<file path="src/rtl/conv_mac_engine_pkg.sv">
// ============================================================================
// conv_mac_engine_pkg : shared FSM state encoding and saturation-bound helpers
// Revision 1.0
// ============================================================================
`default_nettype none

package conv_mac_engine_pkg;

   typedef enum logic [1:0] {
      ST_ACCUM = 2'd0,
      ST_FINAL = 2'd1,
      ST_OUT   = 2'd2
   } state_e;

   function automatic longint sat_max(input int dw);
      return (longint'(1) <<< (dw - 1)) - longint'(1);
   endfunction

   function automatic longint sat_min(input int dw);
      return -(longint'(1) <<< (dw - 1));
   endfunction

endpackage

`default_nettype wire

</file>
<file path="src/rtl/conv_mac_engine_dot_lane.sv">
// ============================================================================
// conv_dot_lane : combinational LANES-wide signed multiply and adder-tree sum
// Revision 1.0
// ============================================================================
`default_nettype none

module conv_dot_lane #(
   parameter int DATA_WIDTH = 8,
   parameter int LANES      = 16
) (
   input  logic [LANES*DATA_WIDTH-1:0]                   act,
   input  logic [LANES*DATA_WIDTH-1:0]                   wgt,
   output logic signed [2*DATA_WIDTH+$clog2(LANES)-1:0]  dot
);

   localparam int DOT_W  = 2*DATA_WIDTH + $clog2(LANES);
   localparam int LEVELS = $clog2(LANES);
   localparam int NPOW   = 1 << LEVELS;

   always_comb begin
      logic signed [DOT_W-1:0]        tree [NPOW];
      logic signed [2*DATA_WIDTH-1:0] a_ext;
      logic signed [2*DATA_WIDTH-1:0] w_ext;
      logic signed [2*DATA_WIDTH-1:0] prod;
      a_ext = '0;
      w_ext = '0;
      prod  = '0;
      for (int i = 0; i < NPOW; i++) begin
         tree[i] = '0;
         if (i < LANES) begin
            a_ext   = (2*DATA_WIDTH)'($signed(act[i*DATA_WIDTH +: DATA_WIDTH]));
            w_ext   = (2*DATA_WIDTH)'($signed(wgt[i*DATA_WIDTH +: DATA_WIDTH]));
            prod    = a_ext * w_ext;
            tree[i] = DOT_W'(prod);
         end
      end
      // Pairwise reduction in place; level width halves each pass.
      for (int l = NPOW / 2; l >= 1; l = l / 2) begin
         for (int j = 0; j < l; j++) begin
            tree[j] = tree[2*j] + tree[2*j+1];
         end
      end
      dot = tree[0];
   end

endmodule

`default_nettype wire

</file>
<file path="src/rtl/conv_mac_engine.sv">
// ============================================================================
// conv_mac_engine : multi-lane MAC window accumulator with bias and requantiser
// Revision 1.0
// ============================================================================
`default_nettype none

module conv_mac_engine
   import conv_mac_engine_pkg::*;
#(
   parameter int DATA_WIDTH = 8,
   parameter int LANES      = 16,
   parameter int ACC_WIDTH  = 32,
   parameter int TAP_WIDTH  = 8
) (
   input  logic                          clk,
   input  logic                          rst_n,
   input  logic [TAP_WIDTH-1:0]          cfg_num_taps,
   input  logic [ACC_WIDTH-1:0]          cfg_bias,
   input  logic [4:0]                    cfg_shift,
   input  logic                          cfg_relu,
   input  logic                          in_valid,
   output logic                          in_ready,
   input  logic [LANES*DATA_WIDTH-1:0]   in_act,
   input  logic [LANES*DATA_WIDTH-1:0]   in_wgt,
   output logic                          out_valid,
   input  logic                          out_ready,
   output logic [DATA_WIDTH-1:0]         out_data,
   output logic                          out_sat
);

   localparam int DOT_W = 2*DATA_WIDTH + $clog2(LANES);
   localparam int EXT_W = ACC_WIDTH + 2;
   localparam logic signed [EXT_W-1:0] SAT_HI = EXT_W'(sat_max(DATA_WIDTH));
   localparam logic signed [EXT_W-1:0] SAT_LO = EXT_W'(sat_min(DATA_WIDTH));

   state_e                       state_q, state_d;
   logic signed [ACC_WIDTH-1:0]  acc_q, acc_d;
   logic [TAP_WIDTH-1:0]         tap_cnt_q, tap_cnt_d;
   logic [TAP_WIDTH-1:0]         taps_q, taps_d;
   logic signed [ACC_WIDTH-1:0]  bias_q, bias_d;
   logic [4:0]                   shift_q, shift_d;
   logic                         relu_q, relu_d;
   logic                         out_valid_q, out_valid_d;
   logic [DATA_WIDTH-1:0]        out_data_q, out_data_d;
   logic                         out_sat_q, out_sat_d;

   logic signed [DOT_W-1:0]      dot;
   logic                         beat;
   logic                         first_beat;
   logic                         last_beat;
   logic [TAP_WIDTH-1:0]         win_taps;

   logic signed [EXT_W-1:0]      v_ext;
   logic signed [EXT_W-1:0]      half;
   logic signed [EXT_W-1:0]      rq;
   logic [DATA_WIDTH-1:0]        res_data;
   logic                         res_sat;

   conv_dot_lane #(
      .DATA_WIDTH (DATA_WIDTH),
      .LANES      (LANES)
   ) u_dot (
      .act (in_act),
      .wgt (in_wgt),
      .dot (dot)
   );

   assign in_ready  = rst_n && (state_q == ST_ACCUM);
   assign out_valid = out_valid_q;
   assign out_data  = out_data_q;
   assign out_sat   = out_sat_q;

   // The first beat of a window decides its length from live config, later beats from the captured copy.
   always_comb begin
      beat       = in_valid && in_ready;
      first_beat = (tap_cnt_q == '0);
      if (first_beat) begin
         win_taps = (cfg_num_taps == '0) ? TAP_WIDTH'(1) : cfg_num_taps;
      end else begin
         win_taps = taps_q;
      end
      last_beat = (tap_cnt_q == (win_taps - TAP_WIDTH'(1)));
   end

   always_comb begin
      v_ext = EXT_W'(acc_q) + EXT_W'(bias_q);
      half  = EXT_W'(1) << (shift_q - 5'd1);
      if (shift_q != 5'd0) begin
         rq = (v_ext + half) >>> shift_q;
      end else begin
         rq = v_ext;
      end
      if (relu_q && (rq < 0)) begin
         rq = '0;
      end
      res_sat = 1'b0;
      if (rq > SAT_HI) begin
         rq      = SAT_HI;
         res_sat = 1'b1;
      end else if (rq < SAT_LO) begin
         rq      = SAT_LO;
         res_sat = 1'b1;
      end
      res_data = DATA_WIDTH'(rq);
   end

   always_comb begin
      state_d     = state_q;
      acc_d       = acc_q;
      tap_cnt_d   = tap_cnt_q;
      taps_d      = taps_q;
      bias_d      = bias_q;
      shift_d     = shift_q;
      relu_d      = relu_q;
      out_valid_d = out_valid_q;
      out_data_d  = out_data_q;
      out_sat_d   = out_sat_q;
      case (state_q)
         ST_ACCUM: begin
            if (beat) begin
               acc_d = acc_q + ACC_WIDTH'(dot);
               if (first_beat) begin
                  taps_d  = win_taps;
                  bias_d  = cfg_bias;
                  shift_d = cfg_shift;
                  relu_d  = cfg_relu;
               end
               if (last_beat) begin
                  tap_cnt_d = '0;
                  state_d   = ST_FINAL;
               end else begin
                  tap_cnt_d = tap_cnt_q + TAP_WIDTH'(1);
               end
            end
         end
         ST_FINAL: begin
            out_data_d  = res_data;
            out_sat_d   = res_sat;
            out_valid_d = 1'b1;
            acc_d       = '0;
            state_d     = ST_OUT;
         end
         ST_OUT: begin
            if (out_ready) begin
               out_valid_d = 1'b0;
               state_d     = ST_ACCUM;
            end
         end
         default: begin
            state_d = ST_ACCUM;
         end
      endcase
   end

   always_ff @(posedge clk) begin
      if (!rst_n) begin
         state_q     <= ST_ACCUM;
         acc_q       <= '0;
         tap_cnt_q   <= '0;
         taps_q      <= '0;
         bias_q      <= '0;
         shift_q     <= '0;
         relu_q      <= 1'b0;
         out_valid_q <= 1'b0;
         out_data_q  <= '0;
         out_sat_q   <= 1'b0;
      end else begin
         state_q     <= state_d;
         acc_q       <= acc_d;
         tap_cnt_q   <= tap_cnt_d;
         taps_q      <= taps_d;
         bias_q      <= bias_d;
         shift_q     <= shift_d;
         relu_q      <= relu_d;
         out_valid_q <= out_valid_d;
         out_data_q  <= out_data_d;
         out_sat_q   <= out_sat_d;
      end
   end

endmodule

`default_nettype wire

</file>
<file path="config.mk">
export PLATFORM = sky130hd
export DESIGN_NAME = conv_mac_engine
export DESIGN_NICKNAME = d
export VERILOG_FILES = /design/src/rtl/conv_mac_engine_pkg.sv /design/src/rtl/conv_mac_engine_dot_lane.sv /design/src/rtl/conv_mac_engine.sv
export SDC_FILE = /design/constraint.sdc
export NUM_CORES = 2
export LEC_CHECK = 0
export ABC_AREA = 0
export ABC_CLOCK_PERIOD_IN_PS = 21400
export CAP_MARGIN = 15
export CORE_ASPECT_RATIO = 0.75
export CORE_UTILIZATION = 30
export CTS_CLUSTER_DIAMETER = 100
export DETAILED_ROUTE_END_ITERATION = 12
export GPL_ROUTABILITY_DRIVEN = 0
export PLACE_DENSITY_LB_ADDON = 0.12
export SLEW_MARGIN = 40
export SYNTH_ARGS = -nofsm -noshare
export SYNTH_HDL_FRONTEND = slang
export SYNTH_SLANG_ARGS = --single-unit
</file>
<file path="constraint.sdc">
create_clock -name clk -period 21.4 [get_ports clk]
set_input_delay 2.14 -clock clk [delete_from_list [all_inputs] [get_ports clk]]
set_output_delay 2.14 -clock clk [all_outputs]
set_load 0.02 [all_outputs]
</file>
# Word level (Yosys, flattened, before mapping)
# Cells that the tools add are included.
[totals]
reg_bits = 98
out_inout_bits = 11
elab_cells = 89
[classes]
n_addsub = 21
n_lt_le_gt_ge = 3
mux = 17
n_eq_ne = 6
shift = 2
multipliers = 16
reduce_logical = 14
[op_table]
columns = ["operator", "n"]
rows = [
  ["$mul 8x8->16", 16],
  ["$add 20x20->20", 7],
  ["$add 16x16->17", 8],
  ["$mux 34", 2],
  ["$pmux 32 s2", 1],
  ["$mux 8", 5],
  ["$add 33x34->34", 1],
  ["$gt 34x8->1 const B", 1],
  ["$lt 34x1->1 const B", 1],
  ["$lt 34x8->1 const B", 1],
  ["$shl 1x5->34 const A", 1],
  ["$sshr 34x5->34", 1],
  ["$add 32x32->33", 1],
  ["$add 32x20->32", 1],
  ["$mux 32", 1],
  ["$logic_not 8->1", 2],
  ["$add 8x1->8 const B", 1],
  ["$eq 8x8->1", 1],
  ["$sub 8x1->8 const B", 1],
  ["$mux 2", 3],
  ["$ne 2x2->1 const B", 3],
  ["$pmux 2 s3", 1],
  ["$reduce_and 2->1", 3],
  ["$reduce_and 3->1", 2],
  ["other kinds (9)", 14],
]

# Logic depth before layout (Yosys ltp)
[logic_depth]
word_depth = 11
mapped_depth = 50

# Hierarchy
# A second synthesis with hierarchy kept.
[hier_totals]
hier_cells = 6111
area_unflattened_um2 = 57046.0
[by_module_without_submodules]
columns = ["module", "area_per_inst_um2", "cells_per_inst", "instances", "seq_area_each_um2"]
rows = [
  ["conv_dot_lane", 44647.8, 4389, 1, 0.0],
  ["conv_mac_engine", 12398.1, 1722, 1, 1961.9],
]

# Worst setup path before layout
# OpenSTA, ideal clock, no wires.
[synth_path]
path_kind = "input port to flip-flop"
from = "input in_wgt[56]"
to = "register acc_q[31]"
required_ns = 21.328
path_stages = 47
slack_ns = 8.171
setup_time_ns = 0.072
n_path_buf = 0
t_arrival_ns = 13.158
path_cell_list = "and2_1 > inv_1 > fa_1 > fa_1 > inv_1 > fa_1 > fa_1 > fa_1 > inv_1 > fa_1 > inv_1 > ha_1 > inv_1 > o21ai_0 > a21o_1 > a21o_1 > a21o_1 > nand2_1 > [11 not listed] > fa_1 > inv_1 > ha_1 > or3_1 > o21ai_0 > a21oi_1 > xnor2_1 > ha_1 > a21o_1 > a21o_1 > a21oi_1 > nand2_1 > a2111o_1 > a211oi_1 > nor3_1 > xor2_1 > nand2_1 > mux2i_1"
[synth_between]
elab_chain_cells = 8
[synth_rtl]
columns = ["item", "line_no", "text"]
rows = [
  ["from (decl)", "conv_mac_engine.sv:24", "input logic [LANES*DATA_WIDTH-1:0] in_wgt,"],
  ["$mul 8x8->16", "conv_mac_engine_dot_lane.sv:33", "prod = a_ext * w_ext;"],
  ["$add 16x16->17", "conv_mac_engine_dot_lane.sv:40", "tree[j] = tree[2*j] + tree[2*j+1];"],
  ["$add 20x20->20 (3 in series)", "conv_mac_engine_dot_lane.sv:40", ""],
  ["$add 32x20->32", "conv_mac_engine.sv:121", "acc_d = acc_q + ACC_WIDTH'(dot);"],
  ["$mux 32", "conv_mac_engine.sv:120", "if (beat) begin"],
  ["$pmux 32 s2", "conv_mac_engine.sv:118", "case (state_q)"],
  ["to (signal assigned)", "conv_mac_engine.sv:158", "acc_q <= '0;"],
  ["to (signal assigned)", "conv_mac_engine.sv:169", "acc_q <= acc_d;"],
  ["to (decl)", "conv_mac_engine.sv:37", "logic signed [ACC_WIDTH-1:0] acc_q, acc_d;"],
]
# Every way passes these cells. The select of a mux whose other input is x is not followed.
# A chain may end at the register's enable or synchronous reset.

# Final worst setup path
[layout_path]
from = "input in_act[37]"
to = "register acc_q[31]"
[layout_between]
elab_chain_cells = 8
[layout_rtl]
columns = ["item", "line_no", "text"]
rows = [
  ["from (decl)", "conv_mac_engine.sv:23", "input logic [LANES*DATA_WIDTH-1:0] in_act,"],
  ["$mul 8x8->16", "conv_mac_engine_dot_lane.sv:33", ""],
  ["$add 16x16->17", "conv_mac_engine_dot_lane.sv:40", ""],
  ["$add 20x20->20 (3 in series)", "conv_mac_engine_dot_lane.sv:40", ""],
  ["$add 32x20->32", "conv_mac_engine.sv:121", ""],
  ["$mux 32", "conv_mac_engine.sv:120", ""],
  ["$pmux 32 s2", "conv_mac_engine.sv:118", ""],
]
# Every way passes these cells. The select of a mux whose other input is x is not followed.

==> run summary <==
Area grow syn2layout = 11.0%
# setup viols final = 0
Family with the most delay on the worst path = adder cells
Vias in the first global route = 45,977
Row count = 139
Cell area after synthesis = 58,200 sq um
Largest area contributor in the netlist = fa_1
Detail Route Antenna Nets = 0
Fin Clk Skew = 16.2 ps
Maxcap violations = 0
Final Net Count = 8,921
Hold Crit Class = register to register
Critical Path Most Common Cell = fa_1
Ys async rst share = 0%
Buffers on Ports = 316
Buf/Inv on CP = 9
H-tree levels = 3
CTS clk-pin slew, worst paths = 80 ps
Top-count cell post-synth = inv_1
Synth Flop Type = dfxtp_1
Setup Fix Bufs, Post-CTS = 0
Worst hold path startpoint = taps_q[2]
Critical path fanouts, max = 16
Total GRT Usage = 19.0%
CP Launch Type = input port
Die Area = 196,000 sq um
Crit path arrival time = 14,360 ps
Cts hold-fix bufs = 0
Clk sinks = 98
Remaining DRCs = 0
Worst reg-to-reg setup slack = 12,870 ps
Clock Root Buffer = clkbuf_16
Number of CTS-inserted buffers = 9
Core area = 192,000 sq um
CP peak stage delay = 730 ps
Hold-critical path depth = 2
#FFs+latches synth = 98
Ys Warns = 0
Worst Max-Slew Pin Slew = 898 ps
CP required = 21,670 ps
Number of synthesized flops with an enable pin = 0
Synth top area cells = fa_1 (43%), ha_1 (12%), inv_1 (9.9%)
Grt ovf = 0
Number of fill cells in the layout = 20,281
Layout cells sized above 1 = 1.58%
Reg-to-Reg End = out_sat
# resized after CTS = 0
DR pass1 iterations = 5
Hold EP = taps_q[2]
1st-iter DRT viols = 2,751
R2r worst-path depth = 25
Antenna violations before repair = 16
Slowest-stage cell, CP = fa_1
Starting Density = 30.3%
Register area share after synthesis = 3.37%
Crit. End Element = register
Die Wd = 511 um
First-pass GRT wire length = 285,000 um
Status = complete, no violations
Synth cell count leaders = inv_1 (1,537), fa_1 (1,252), and2_1 (619)
DRT Wirelength = 182,000 um
Cell count after synthesis = 6,594
Syn avg cell area = 8.83 sq um
Synth cell types = 95
RSZ-0062 raised after global routing = false
Reg2reg start = acc_q[1]
Vias/cell = 4.66
WL per Instance = 19.4 um
Clk_lat worst skew = 390 ps
Final Critical Period = 14,090 ps
Relative slew margins = 40.0%
Critical path class = input port to register
Largest net degree at the start of global routing = 71
Final hold vios = 0
Share of the synthesized area in the top cell type = 43.1%
FMAX = 71.0 MHz
Mapped Nets = 8,697
I/O pin count = 317
Tcrit/Tclk final = 65.8%
Vias = 43,716
Max-slew violation count = 0
Setup TNS = 0 ps
Placed wire-length estimate = 163,000 um
Clock tree buffer depth = 2
Die Span Y = 383 um
CTS tree = yes
[cells in the final DEF, fill, tap and decap left out, types with 73 or more instances in the layout]
cell             synthesis  layout
nand2b_1                76      76
nand3_1                 74      73
a21oi_1                211     211
xnor2_1                221     220
xor2_1                  82      82
inv_1                 1537    1536
dfxtp_1                 98      96
nor2_1                 268     266
fa_1                  1252    1252
clkdlybuf4s50_1          0     315
and2_1                 619     619
o21ai_0                173     173
nand2_1                603     602
ha_1                   545     545
[cells by family after synthesis]
| family | share of synthesized area, % |
|---|---|
| xor gates and xnor gates | 4.56 |
| buffers and inverters | 10.8 |
| AOI/OAI and AO/OA | 9.80 |
| muxes | 0.870 |
| adders and majority gates | 54.8 |
| DFF | 3.37 |
| and+or+nand+nor | 15.8 |
[sequential cells by signal, summed over array words and instances, names as in the netlist]
signal and flops:
tap_cnt_q 8, out_valid 1, state_q 2, bias_q 32
acc_q 32, shift_q 5, relu_q 1, out_data 8
taps_q 8, out_sat 1
[routing by layer]
layer	vias to the layer above	routed length, um	global-route usage, %
li1	20782	-	-
met1	21876	92500	29.3
met2	961	78000	28.3
met3	91	9300	2.57
met4	6	2130	2.68
met5	-	34	0
[metrics by stage]
stage | instances | hold slack, ps | setup WS [ps] | cell area, sq um | util, %
after floorplan | 6594 | 440 | 8170 | 58200 | -
after global placement | 9345 | 454 | 6850 | 64200 | 33.5
after detailed placement | 9345 | 460 | 6880 | 64300 | 33.5
after CTS | 9360 | 472 | 7230 | 64500 | 33.6
after global routing | 9370 | 498 | 6480 | 64600 | 33.6
final | 9377 | 467 | 7310 | 64600 | 33.6
[cell type report]
cell class	count	area [sq um]	share of cell area, %
Clock inverter	6	50.0	0.0775
Timing Repair Buffer	335	3300	5.11
Clock buffer	9	225	0.349
Tap cell	2538	3180	4.92
Multi-Input combinational cell	4826	50000	77.4
Antenna cell	17	42.5	0.0659
Inverter	1548	5810	9.00
Sequential cell	98	1960	3.04
[worst register-to-register path: cells and delay by family, from the launching register on]
family	cells	cell delay (ps)
adder cells (fa/ha/maj)	2	710
AO/OA/AOI/OAI	18	5370
AND/OR/NAND/NOR	3	1070
XOR/XNOR	1	620
buffers and inverters	1	100
flip-flops	1	560
[how the worst max path moves through the flow]
stage | start | end | slack [ps] | cells after the start
2_1_floorplan | in_wgt[56] | acc_q[31] | 8170 | 47
3_3_place_gp | in_wgt[40] | acc_q[31] | 6850 | 49
3_5_place_dp | in_act[15] | acc_q[31] | 6880 | 49
4_1_cts | in_act[15] | acc_q[31] | 7230 | 49
5_1_grt | in_wgt[120] | acc_q[31] | 6480 | 49
6_report | in_act[37] | acc_q[31] | 7310 | 50
Power is not shown: default switching activity piles up to over one toggle a cycle in this logic, so the estimate is an artifact.
